[src/rtl/reg_dump_if.sv]
// Handshake and bus bundle between the register-dump engine and its
// register file / consumer side.
interface reg_dump_if #(
  parameter int DATA_W = 32,
  parameter int ADDR_W = 5
);
  logic              start;
  logic              abort;
  logic [ADDR_W-1:0] first_addr;
  logic [ADDR_W-1:0] last_addr;
  logic [ADDR_W-1:0] rd_addr;
  logic [DATA_W-1:0] rd_data;
  logic              wr_en;
  logic [ADDR_W-1:0] wr_addr;
  logic              out_valid;
  logic              out_ready;
  logic [ADDR_W-1:0] out_addr;
  logic [DATA_W-1:0] out_data;
  logic              out_stale;
  logic              busy;
  logic              done;
  logic              err;

  modport master (
    input  start, abort, first_addr, last_addr,
    input  rd_data, wr_en, wr_addr, out_ready,
    output rd_addr, out_valid, out_addr, out_data,
    output out_stale, busy, done, err
  );

  modport slave (
    output start, abort, first_addr, last_addr,
    output rd_data, wr_en, wr_addr, out_ready,
    input  rd_addr, out_valid, out_addr, out_data,
    input  out_stale, busy, done, err
  );
endinterface

[src/rtl/reg_dump_reader.sv]
// Walks a register-file address range and streams {addr, data} words,
// flagging any held word whose register is overwritten before acceptance.
module reg_dump_reader #(
  parameter int DATA_W = 32,
  parameter int ADDR_W = 5
) (
  input logic        clk,
  input logic        rst,
  reg_dump_if.master bus
);
  typedef enum logic [1:0] {
    IDLE,
    READ,
    HOLD,
    DONE
  } state_t;

  state_t            state;
  logic [ADDR_W-1:0] cur;
  logic [ADDR_W-1:0] last_q;
  logic [ADDR_W-1:0] out_addr;
  logic [DATA_W-1:0] out_data;
  logic              out_valid;
  logic              out_stale;
  logic              busy;
  logic              done;
  logic              err;
  logic              hit_cur;
  logic              hit_out;

  assign hit_cur = bus.wr_en && (bus.wr_addr == cur);
  assign hit_out = bus.wr_en && (bus.wr_addr == out_addr);

  always_ff @(posedge clk or posedge rst) begin
    if (rst) begin
      state     <= IDLE;
      cur       <= '0;
      last_q    <= '0;
      out_addr  <= '0;
      out_data  <= '0;
      out_valid <= 1'b0;
      out_stale <= 1'b0;
      busy      <= 1'b0;
      done      <= 1'b0;
      err       <= 1'b0;
    end else begin
      done <= 1'b0;
      err  <= 1'b0;
      unique case (state)
        IDLE: begin
          if (bus.start) begin
            if (bus.first_addr <= bus.last_addr) begin
              cur    <= bus.first_addr;
              last_q <= bus.last_addr;
              busy   <= 1'b1;
              state  <= READ;
            end else begin
              err <= 1'b1;
            end
          end
        end
        READ: begin
          if (bus.abort) begin
            busy      <= 1'b0;
            out_valid <= 1'b0;
            out_stale <= 1'b0;
            state     <= IDLE;
          end else begin
            // a same-edge write still lands after this capture
            out_addr  <= cur;
            out_data  <= bus.rd_data;
            out_valid <= 1'b1;
            out_stale <= hit_cur;
            state     <= HOLD;
          end
        end
        HOLD: begin
          if (bus.abort) begin
            busy      <= 1'b0;
            out_valid <= 1'b0;
            out_stale <= 1'b0;
            state     <= IDLE;
          end else if (bus.out_ready) begin
            out_valid <= 1'b0;
            out_stale <= 1'b0;
            if (cur == last_q) begin
              busy  <= 1'b0;
              done  <= 1'b1;
              state <= DONE;
            end else begin
              cur   <= cur + 1'b1;
              state <= READ;
            end
          end else if (hit_out) begin
            out_stale <= 1'b1;
          end
        end
        DONE: begin
          state <= IDLE;
        end
      endcase
    end
  end

  assign bus.rd_addr   = busy ? cur : '0;
  assign bus.out_valid = out_valid;
  assign bus.out_addr  = out_addr;
  assign bus.out_data  = out_data;
  assign bus.out_stale = out_stale;
  assign bus.busy      = busy;
  assign bus.done      = done;
  assign bus.err       = err;
endmodule

[src/flat_wrapper.sv]
// flat-port wrapper written by rule: the top's interface ports become plain ports
module reg_dump_reader_flat 
#(
  parameter int DATA_W = 32,
  parameter int ADDR_W = 5
)
  (clk, rst, bus_start, bus_abort, bus_first_addr, bus_last_addr, bus_rd_data, bus_wr_en, bus_wr_addr, bus_out_ready, bus_rd_addr, bus_out_valid, bus_out_addr, bus_out_data, bus_out_stale, bus_busy, bus_done, bus_err);
  reg_dump_if #(.DATA_W(DATA_W), .ADDR_W(ADDR_W)) bus_i ();
  input logic clk;
  input logic rst;
  input wire logic [$bits(bus_i.start)-1:0] bus_start;
  input wire logic [$bits(bus_i.abort)-1:0] bus_abort;
  input wire logic [$bits(bus_i.first_addr)-1:0] bus_first_addr;
  input wire logic [$bits(bus_i.last_addr)-1:0] bus_last_addr;
  input wire logic [$bits(bus_i.rd_data)-1:0] bus_rd_data;
  input wire logic [$bits(bus_i.wr_en)-1:0] bus_wr_en;
  input wire logic [$bits(bus_i.wr_addr)-1:0] bus_wr_addr;
  input wire logic [$bits(bus_i.out_ready)-1:0] bus_out_ready;
  output wire logic [$bits(bus_i.rd_addr)-1:0] bus_rd_addr;
  output wire logic [$bits(bus_i.out_valid)-1:0] bus_out_valid;
  output wire logic [$bits(bus_i.out_addr)-1:0] bus_out_addr;
  output wire logic [$bits(bus_i.out_data)-1:0] bus_out_data;
  output wire logic [$bits(bus_i.out_stale)-1:0] bus_out_stale;
  output wire logic [$bits(bus_i.busy)-1:0] bus_busy;
  output wire logic [$bits(bus_i.done)-1:0] bus_done;
  output wire logic [$bits(bus_i.err)-1:0] bus_err;
  assign bus_i.start = bus_start;
  assign bus_i.abort = bus_abort;
  assign bus_i.first_addr = bus_first_addr;
  assign bus_i.last_addr = bus_last_addr;
  assign bus_i.rd_data = bus_rd_data;
  assign bus_i.wr_en = bus_wr_en;
  assign bus_i.wr_addr = bus_wr_addr;
  assign bus_i.out_ready = bus_out_ready;
  assign bus_rd_addr = bus_i.rd_addr;
  assign bus_out_valid = bus_i.out_valid;
  assign bus_out_addr = bus_i.out_addr;
  assign bus_out_data = bus_i.out_data;
  assign bus_out_stale = bus_i.out_stale;
  assign bus_busy = bus_i.busy;
  assign bus_done = bus_i.done;
  assign bus_err = bus_i.err;
  reg_dump_reader #(.DATA_W(DATA_W), .ADDR_W(ADDR_W)) u_core (.clk(clk), .rst(rst), .bus(bus_i));
endmodule
[config.mk]
export PLATFORM = sky130hd
export DESIGN_NAME = reg_dump_reader_flat
export DESIGN_NICKNAME = d
export VERILOG_FILES = /design/src/rtl/reg_dump_if.sv /design/src/rtl/reg_dump_reader.sv /design/src/flat_wrapper.sv
export SDC_FILE = /design/constraint.sdc
export NUM_CORES = 1
export LEC_CHECK = 0
export ABC_AREA = 1
export ABC_CLOCK_PERIOD_IN_PS = 1550
export CORE_ASPECT_RATIO = 1.4
export CORE_MARGIN = 2
export CORE_UTILIZATION = 35
export CTS_CLUSTER_SIZE = 12
export DETAILED_ROUTE_END_ITERATION = 12
export HOLD_SLACK_MARGIN = 0.03
export PLACE_DENSITY = 0.68
export SETUP_SLACK_MARGIN = 0.1
export SYNTH_ARGS = -nofsm -noshare
export SYNTH_HDL_FRONTEND = slang
export SYNTH_SLANG_ARGS = --single-unit
[constraint.sdc]
create_clock -name clk -period 1.55 [get_ports clk]
set_input_delay 0.31 -clock clk [delete_from_list [all_inputs] [get_ports clk]]
set_output_delay 0.31 -clock clk [all_outputs]
set_load 0.01 [all_outputs]
==> impl_metrics.toml, run 1 <==
[run_status]
status = "completed"

[logic_synthesis]
synthXorXnorAreaFrac_pct = 2.90
synth_top_area_share_pct = 49.8
synth_fa_ha_area_share_pct = 4.61
ys_seq_area_share_pct = 49.8
synth_top_family_by_area = "simple AND/OR/NAND/NOR gates"
synth-simple-area-share_pct = 31.5
syn_area_per_cell_sq_um = 7.87
synth_top_cell_by_area = "dfrtp_1"
ys_types = 26
syn-num-nets = 408
yosys_warnings = 0
yosys-top-cells-area = "dfrtp_1 (50%), nand2_1 (23%), ha_1 (4.6%), inv_1 (3.5%), xor2_1 (2.3%)"
synthMuxAreaShare_pct = 0
synth_cells = 345
synth_seq_cells = 54
synth-compound-area-share_pct = 4.56
netlist_area_sq_um = 2720

[power]
power_density_nw_per_um2 = 1740
p_leak_nw = 2.28
pwr-share-comb_pct = 55.7
seqPwrFrac_pct = 33.7
p_sw_share_pct = 42.8
clkPwrFrac_pct = 10.6
switchingPower_w = 0.00318
power_w = 0.00744
internal-power_w = 0.00426
ir_worst_vdd_mv = 0.981

[routing]
dr.pass1.iters = 4
drt_iter0_markers = 181
routed_wl_mm = 7.39
final_antenna_net_count = 0
via_per_inst = 4.58
via_count = 2631
routedWlPerCell_microns = 12.9
drcViolationCount = 0

[critical_path]
r2r_slack_ps = 150
end_kind = "output pin"
r2r_end = "u_core.bus.busy"
crit_required_ps = 1240
path_class = "flip-flop to output pin"
rr_worst_depth = 8
r2r_start = "u_core.cur[4]"
arrival_ps = 1120
cp-start-kind = "flip-flop"
path_max_fanout = 5

[global_route]
gr-total-overflow = 0
grt_max_degree = 30
grt_pass1_wl_mm = 12.0
grt_pass1_vias = 2597
antenna_found_initial = 0
grt_usage_pct = 17.9

[final_layout]
multi_input_area_sq_um = 1390
seq_area_sq_um = 1360
layout_commonest_cell = "nand2_1"
final.fill_count = 688
syn_to_final_growth_pct = 57.3
diodes = 0
final_layout_size_suffix_gt1_share_pct = 24.3
nets = 536
fin_util_pct = 55.8
mostFrequentLayoutCells = "nand2_1 (153), dfrtp_1 (49), dlygate4sd2_1 (43)"
final_cells = 574

[flow_run]
cap_viol_max_count = 0

[timing]
whs_ps = 229
timing.fmax_mhz = 702
setup_violations = 0
report.final.slew_viol_count = 0
rsz0062_at_grt = "yes"
clock_skew_ps = 12.1
timing.final.hold_violations = 0
worst_pin_slew_ps = 365
fin_crit_sh_pct = 92.0
post-route-min-period_ps = 1430
slew_headroom_pct = 75.6

[placement]
dp_hpwl_mm = 5.51
place_congestion = 0.892
io_buffers = 99
placedCellCount = 554

[cts]
holdBufCountCts = 0
cts-root-buf = "clkbuf_8"
clock_sinks = 54
cts_made_buffers = 5
cts_tree = "done"
htreeDepth = 2
clk_latency_ps = 310
clockBufferDepth = 2
clk_pin_slew_ps = 90

[die]
dieArea_sq_um = 8490
io_pins = 100
die_h_microns = 108
num_rows = 38
coreArea_sq_um = 7650
fp.dieW_microns = 78.4
start_util_pct = 35.5

[hold_path]
holdCritStartpoint = "bus_last_addr[1]"
hp-class = "primary input to flip-flop"
min_to = "u_core.last_q[1]"
hold_depth = 3
==> registers in the layout, summed over array words and instances (netlist names) <==
name,flops
u_core.bus.out_valid,1
u_core.state,2
u_core.bus.out_data,32
u_core.bus.out_addr,5
u_core.bus.out_stale,1
u_core.bus.done,1
u_core.bus.busy,1
u_core.last_q,5
u_core.bus.err,1
u_core.cur,5
==> worst max path at each step <==
stage	slack, ps	from	end
finish	120	u_core.bus.busy	bus_rd_addr[0]
global placement	-480	bus_last_addr[1]	u_core.last_q[4]
detailed placement	-510	bus_last_addr[2]	u_core.last_q[4]
global route	50	u_core.state[0]	u_core.bus.out_stale
floorplan	110	bus_last_addr[1]	u_core.last_q[4]
CTS	90	u_core.bus.busy	bus_rd_addr[0]
==> cells in the mapped netlist <==
master    instances
a21oi_1           4
o21ai_0           9
nand3_2           2
buf_8             1
o21bai_1          1
or2_0             1
nor2_2            2
a211oi_1          1
xnor2_1           2
dfrtp_1          54
inv_1            25
ha_1             10
a22oi_1           1
inv_2             8
clkbuf_1          7
nand2_2           3
nor3_1            2
o22ai_1           1
nor2_4            2
o21ai_1           6
nand2_1         168
xor2_1            7
nand3_1          12
buf_4             2
nor2_1           11
nand2_4           3
==> worst max-delay path, cell delays in order, from the launching register on <==
cell and delay (ps):
dfrtp_2 460, buf_6 140, nand2_2 70, inv_2 40, buf_6 110
==> cells by family (layout without fill, tap and decap cells) <==
logic type | count (synthesis) | in the layout
AND/OR/NAND/NOR | 206 | 207
flip-flops | 54 | 54
buffers and inverters | 43 | 171
AO/OA/AOI/OAI | 23 | 23
adder cells (fa/ha/maj) | 10 | 10
XOR/XNOR | 9 | 9
==> metal layers <==
layer	routed length (microns)	track usage (%)	up-vias	part of all wire [%]
met5	0	0	-	0
met4	272	9.02	0	3.7
met3	268	1.92	17	3.6
met2	3960	32.6	68	54
met1	2890	20.6	1237	39
li1	-	-	1309	-
==> area by class of cell <==
class,instances,share of cell area (%)
Multi-Input combinational cell,249,32.5
Inverter,33,3.16
Tap cell,100,2.93
Timing Repair Buffer,130,27.6
Clock buffer,6,1.70
Clock inverter,2,0.322
Sequential cell,54,31.8
==> through the flow <==
step	instance area [sq um]	setup slack (ps)	setup TNS, ps
CTS	4110	89.0	0
global route	4270	46.1	0
finish	4270	124	0
detailed placement	3990	-514	-6730
global placement	3990	-481	-6110
floorplan	2760	105	0
==> power by group through the flow <==
stage | clock, W | combinational (W) | sequential [W]
6_report | 0.000789 | 0.00414 | 0.00251
5_1_grt | 0.000867 | 0.00462 | 0.00259
4_1_cts | 0.000812 | 0.00379 | 0.00248
3_5_place_dp | 0 | 0.00391 | 0.00255
3_3_place_gp | 0 | 0.00382 | 0.00255
2_1_floorplan | 0 | 0.00191 | 0.00269
==> repair_timing <==
item                       CTS  global route
pin swaps                   10            23
gates resized for setup     82            64
buffers inserted             7             4
gates cloned                 1             0
setup endpoints to repair   62            43
No activity file was read; power rests on OpenSTA's default activity.
==> inputs of run 2 (changes only) <==
--- a/config.mk
+++ b/config.mk
@@ -10,6 +10,7 @@
 export CORE_ASPECT_RATIO = 1.4
 export CORE_MARGIN = 2
 export CORE_UTILIZATION = 35
+export CTS_CLUSTER_DIAMETER = 40
 export CTS_CLUSTER_SIZE = 12
 export DETAILED_ROUTE_END_ITERATION = 12
 export HOLD_SLACK_MARGIN = 0.03
==> constraint.sdc (replaced) <==
create_clock -name clk -period 1.55 [get_ports clk]
set_input_delay 0.31 -clock clk [delete_from_list [all_inputs] [get_ports clk]]
set_output_delay 0.31 -clock clk [all_outputs]
set_load 0.02 [all_outputs]
==> impl_metrics.toml, run 2 (synthesis gave the netlist of run 1 again) <==
[global_route]
grt_pass1_vias = 2634
antenna_found_initial = 0
grt_pass1_wl_mm = 11.9
grt_usage_pct = 17.7
gr-total-overflow = 0
grt_max_degree = 30

[routing]
routed_wl_mm = 7.59
via_count = 2630
drcViolationCount = 0
routedWlPerCell_microns = 13.1
dr.pass1.iters = 4
drt_iter0_markers = 160
via_per_inst = 4.55
final_antenna_net_count = 0

[critical_path]
slowest_stage = "dfrtp_2"
arrival_ps = 1130
cp-start-kind = "flip-flop"
worstSetupStartpoint = "u_core.bus.busy"
r2r_start = "u_core.cur[0]"
crit_top_cell = "buf_6"
path_max_fanout = 4
cp_cell_sequence = "buf_6, nand2_2, inv_2, buf_6"
end_kind = "output pin"
slowest_delay_ps = 460
path_class = "flip-flop to output pin"
crit_required_ps = 1240
rr_worst_depth = 8

[die]
io_pins = 100
num_rows = 38
dieArea_sq_um = 8490
coreArea_sq_um = 7650
fp.dieW_microns = 78.4
start_util_pct = 35.5
die_h_microns = 108

[placement]
placedCellCount = 557
place_congestion = 0.874
dp_hpwl_mm = 5.64
io_buffers = 99
place_area_sq_um = 4010

[hold_path]
hold_depth = 3
hp-class = "primary input to flip-flop"
holdCritStartpoint = "bus_last_addr[1]"

[cts]
clk_latency_ps = 310
cts_tree = "done"
cts_made_buffers = 5
cts-root-buf = "clkbuf_8"
clockBufferDepth = 2
clock_sinks = 54
htreeDepth = 2
clk_pin_slew_ps = 100

[flow_run]
cap_viol_max_count = 0

[final_layout]
mostFrequentLayoutCells = "nand2_1 (152), dfrtp_1 (52), clkdlybuf4s50_1 (42), dlygate4sd2_1 (42), buf_4 (26)"
top_register = "u_core.bus.out_data"
final_layout_size_suffix_gt1_share_pct = 24.9
final_cells = 578
largest_reg_flops = 32
final_area_sq_um = 4290
final.fill_count = 715
layout_commonest_cell = "nand2_1"
syn_to_final_growth_pct = 58.1
diodes = 0
nets = 540

[timing]
report.final.slew_viol_count = 0
worst_pin_slew_ps = 357
post-route-min-period_ps = 1440
timing.fmax_mhz = 695
setup_violations = 0
whs_ps = 244
rsz0062_at_grt = "yes"
fin_crit_sh_pct = 92.9
slew_headroom_pct = 76.2
timing.final.hold_violations = 0
clock_skew_ps = 9.19

[run_status]
status = "completed"

[power]
ir_worst_vdd_mv = 0.921
p_leak_nw = 2.30
power_density_nw_per_um2 = 1860
power_w = 0.00800
## run 2: final timing paths
kind                                      endpoint  slack, ps
hold reg to reg            u_core.bus.out_data[10]        480
max in group asynchronous          u_core.state[1]        810
setup reg to reg                     u_core.cur[4]        120
hold / removal                    u_core.last_q[1]        240
min in group asynchronous   u_core.bus.out_data[0]        310
setup / recovery                    bus_rd_addr[0]        110
## run 2: area by class of cell
| type | count | area, sq um | share of cell area (%) |
|---|---|---|---|
| Tap cell | 100 | 125 | 2.91 |
| Sequential cell | 54 | 1350 | 31.5 |
| Clock buffer | 6 | 72.6 | 1.69 |
| Clock inverter | 2 | 13.8 | 0.321 |
| Timing Repair Buffer | 134 | 1220 | 28.3 |
| Multi-Input combinational cell | 249 | 1380 | 32.1 |
| Inverter | 33 | 135 | 3.15 |
## run 2: repair_timing
item,4_1_cts,5_1_grt
hold buffers,0,0
setup buffers,5,7
setup endpoints to repair,62,32
pin swaps,12,33
cloned,1,0
resized for setup,86,72
## run 2: worst max-delay path: cells and delay by family (launching register included)
kind / cells / cell delay, ps
buffers and inverters: 3 / 290
flip-flops: 1 / 460
AND/OR/NAND/NOR: 1 / 70
## run 2: through the flow
step | setup TNS, ps | worst slack (ps) | utilization [%]
3_5_place_dp | -7130 | -536 | 52.4
4_1_cts | 0 | 70.3 | 53.5
6_report | 0 | 110 | 56.1
2_1_floorplan | 0 | 105 | -
5_1_grt | 0 | 37.0 | 56.1
3_3_place_gp | -6140 | -483 | 52.4
## run 2: report_power, final
part	internal (W)	switching [W]	leakage, nW
Combinational	0.00199	0.00273	1.58
Sequential	0.00206	0.000418	0.672
Clock	0.000320	0.000473	0.0452
Total	0.00437	0.00362	2.30
## run 2: routing by layer
metal,part of all wire [%],vias to the layer above,track usage [%]
met5,0,-,0
met4,3.4,0,8.02
met3,4.5,18,2.75
met2,55,75,33.7
met1,37,1225,18.9
li1,-,1312,-
